[config.mk]
export PLATFORM = sky130hd
export DESIGN_NAME = tdm_mux4
export DESIGN_NICKNAME = d
export VERILOG_FILES = /design/src/rtl/tdm_mux4.sv
export SDC_FILE = /design/constraint.sdc
export NUM_CORES = 1
export LEC_CHECK = 0
export BUFFER_PORTS_ARGS = -buffer_cell sky130_fd_sc_hd__buf_4
export CORE_MARGIN = 4
export CORE_UTILIZATION = 35
export DETAILED_ROUTE_END_ITERATION = 8
export GPL_TIMING_DRIVEN = 0
export PLACE_DENSITY_LB_ADDON = 0.08
export SYNTH_ARGS = -nofsm -noshare
export SYNTH_HDL_FRONTEND = slang
export SYNTH_SLANG_ARGS = --single-unit
[constraint.sdc]
create_clock -name clk -period 1.2 [get_ports clk]
set_clock_uncertainty 0.2 [all_clocks]
set_input_delay 0.18 -clock clk [delete_from_list [all_inputs] [get_ports clk]]
set_output_delay 0.18 -clock clk [all_outputs]
set_load 0.02 [all_outputs]
[src/rtl/tdm_mux4.sv]
// tdm_mux4: four-channel time-division transmitter driving a shared line f
// with a 2-bit slot select {a,b}. B/C/D are snapshotted at each frame boundary
// so a frame is coherent. A is sampled live throughout slot 0.
module tdm_mux4 #(
    parameter int unsigned WIDTH       = 1,
    parameter int unsigned SLOT_CYCLES = 4
) (
    input  logic             clk,
    input  logic             rst,
    input  logic             en,
    input  logic [WIDTH-1:0] A,
    input  logic [WIDTH-1:0] B,
    input  logic [WIDTH-1:0] C,
    input  logic [WIDTH-1:0] D,
    output logic [WIDTH-1:0] f,
    output logic             a,
    output logic             b,
    output logic             valid,
    output logic             frame_start
);

    localparam int unsigned CW = (SLOT_CYCLES > 1) ? $clog2(SLOT_CYCLES) : 1;
    localparam logic [CW-1:0] LAST_CYC = CW'(SLOT_CYCLES - 1);

    logic [CW-1:0]    cyc_cnt;
    logic [1:0]       slot;
    logic [WIDTH-1:0] b_s;
    logic [WIDTH-1:0] c_s;
    logic [WIDTH-1:0] d_s;

    logic             at_frame;
    logic             at_slot_end;
    logic [WIDTH-1:0] sel;

    // Frame/slot boundary decode and slot data select.
    always_comb begin
        at_frame    = (slot == 2'd0) && (cyc_cnt == '0);
        at_slot_end = (cyc_cnt == LAST_CYC);
        case (slot)
            2'd0:    sel = A;
            2'd1:    sel = b_s;
            2'd2:    sel = c_s;
            default: sel = d_s;
        endcase
    end

    // Sequencer, snapshot and registered outputs; en low freezes everything but valid/frame_start.
    always_ff @(posedge clk) begin
        if (rst) begin
            cyc_cnt     <= '0;
            slot        <= 2'd0;
            b_s         <= '0;
            c_s         <= '0;
            d_s         <= '0;
            f           <= '0;
            a           <= 1'b0;
            b           <= 1'b0;
            valid       <= 1'b0;
            frame_start <= 1'b0;
        end else if (en) begin
            {a, b}      <= slot;
            valid       <= 1'b1;
            frame_start <= at_frame;
            f           <= sel;
            if (at_frame) begin
                b_s <= B;
                c_s <= C;
                d_s <= D;
            end
            if (at_slot_end) begin
                cyc_cnt <= '0;
                slot    <= slot + 2'd1;
            end else begin
                cyc_cnt <= cyc_cnt + CW'(1);
            end
        end else begin
            valid       <= 1'b0;
            frame_start <= 1'b0;
        end
    end

endmodule

==> reports/results.tsv <==
metric	value	unit
period utilization	109	%
GRT Overall Usage	10.7	%
Core ar.	1490	um2
top layer reached by signal wires	met4	
Pins Over Slew Limit	0	
antenna viol nets, final	0	
kind of critical path	reg2reg	
synth warn	0	
1st-iter DRT viols	6	
Worst EP arrival	1250	ps
DP Worst Slack	-117	ps
Fill cells	135	
Routed WL per cell	10.3	um
IO buf count	11	
Site Rows	14	
Power Density	1030	nW/um2
Critical Path End Type	flop	
Final Wtd Congestion	0.670	
CTS Sinks	12	
share of power burned in the clock network	34.8	%
Hold EP	f	
final wirelength	981	um
Root Driver	clkbuf_4	
diode count	0	
mean post-synth cell area	10.2	um2
failing checks	negative setup slack	
endpoints failing setup	4	
switching pwr	208	uW
Die W	47.6	um
most common cell after layout, fill and taps aside	buf_4	
placed insts	81	
combinational group share of total power	17.5	%
vias	431	
initial core utilization	36.9	%
Reg power frac	47.8	%
Reg2Reg Depth	5	
Synth Net Count	67	
Critical Path RT	1150	ps
Final Non-Filler Cells	95	
met3 wire len	82	um
Seq/Total Area, Yosys	43.7	%
max frequency	766	MHz
DR WL met2	470	um
Power Internal	690	uW
Synth Cell Area	549	um2
drt first pass iters	2	
M1 WL	418	um
vias per cell	4.54	
flop-to-flop setup slack	-110	ps
CTS tree	done	
clk buf depth	2	
synth unique cells	19	
boundary pin count	12	
final hold vios	0	
status	finished, violations left	
pin count of the biggest net entering global routing	11	
grt ovf	0	
Max-slew headroom	69.7	%
final hold slack	133	ps
number of global-route vias before repair	405	
height of the chip	47.6	um
area grow syn2layout	58.8	%
HPWL after DPL	669	um
leakage	0.000393	uW
storage element area	253	um2
sw frac	23.1	%
worst hold path class	in2reg	
RSZ-0062 raised after global routing	true	
nets	93	
Slew @ Worst Pin	454	ps
Peak VDD IR	0.000479	V
later-pin clock latency in the skew report	270	ps
fin util	58.6	%
Seq cells post-synth	12	
first-pass GRT wire length	1620	um
maxcap violations	0	
residual DRC count	0	
htree depth	1	
Multi-input gate area	354	um2
worst hold path depth	4	
most frequent cells in the layout	buf_4, nor2_1, dfxtp_1	
Die Area	2270	um2
CP Max Fanout	4	
TritonCTS buffer count	3	
setup slack after layout	-105	ps
post-layout minimum cycle time	1310	ps
initial antenna violation count	0	
Hold Startpoint	A	
CTS clk-pin slew, worst paths	70	ps
Crit Reg-Reg Startpoint	slot[1]	
share of cells above drive strength 1	49.4	%
Gate Count Post-Synth	54	
crit start category	flop	
Critical R2R Capture	f	
[logic make-up (layout without fill, tap and decap cells)]
kind of cell / count (synthesis) / after routing / synth area share (%)
compound gates: 3 / 3 / 3.19
xor+xnor: 1 / 1 / 1.59
fa+ha+maj: 6 / 6 / 13.7
buf+inv: 6 / 31 / 5.47
flops: 12 / 12 / 43.7
mux: 7 / 7 / 12.8
simple gates: 19 / 19 / 19.6
[power by group through the flow]
stage / Clock, uW / Combinational, uW / Sequential (uW)
2_1_floorplan: 0 / 72.5 / 448
3_3_place_gp: 0 / 119 / 442
3_5_place_dp: 0 / 119 / 441
4_1_cts: 334 / 135 / 429
5_1_grt: 341 / 175 / 432
6_report: 312 / 157 / 429
[final cells by class]
class                           count  area share [%]
Buffer                              2            1.72
Clock buffer                        4            4.16
Inverter                            4            2.30
Multi-Input combinational cell     36            40.6
Sequential cell                    12            29.0
Tap cell                           16            2.30
Timing Repair Buffer               21            19.9
[sequential cells by signal, indices dropped and copies added, names as in the netlist]
signal,cells
d_s,1
frame_start,1
c_s,1
b,1
f,1
cyc_cnt,2
valid,1
slot,2
a,1
b_s,1
[routing by layer]
layer,up-vias,global-route usage (%)
met3,2,6.02
met1,188,11.4
met5,-,0
met4,0,4.84
met2,11,17.1
li1,230,-
[worst max-delay path by stage]
stage                     startpoint  to  cells after the start
final                        slot[1]   f                      5
after floorplan              slot[1]   f                      5
after global routing         slot[1]   f                      5
after CTS                    slot[1]   f                      5
after global placement       slot[1]   f                      5
after detailed placement     slot[1]   f                      5
[worst max-delay path, cell delays in order (launching register included)]
cell and delay [ps]:
dfxtp_4 390, inv_4 50, ha_4 150, a22oi_2 140, and4b_1 210, nor3_2 40
[metrics by stage]
step / setup TNS [ps] / cell area [um2] / total power (uW)
floorplan: -99.7 / 563 / 520
global placement: -385 / 666 / 560
detailed placement: -396 / 666 / 560
CTS: -347 / 812 / 898
global route: -685 / 872 / 948
finish: -313 / 872 / 898
[timing repair]
action / CTS / global route
resized for setup: 8 / 10
hold buffers: 5 / 0
cloned: 0 / 0
endpoints found under the setup margin: 4 / 8
hold endpoints to repair: 4 / 0
pin swaps: 3 / 2
buffers inserted: 2 / 3
[synthesized netlist by cell type]
master    number  area, um2
and3_1         1       6.26
nand3_4        1       17.5
clkbuf_1       1       3.75
ha_1           6       75.1
and4b_1        1       10.0
nand2_1        3       11.3
nand3b_1       1       7.51
a22oi_1        1       7.51
xnor2_1        1       8.76
nor2_1         9       33.8
nor2b_1        1       6.26
a21oi_1        1       5.00
o21ai_0        1       5.00
dfxtp_1       12        240
nand3_1        1       5.00
inv_1          4       15.0
buf_6          1       11.3
nor3_2         1       10.0
mux2i_1        7       70.1
(Power assumes the default switching activity.)
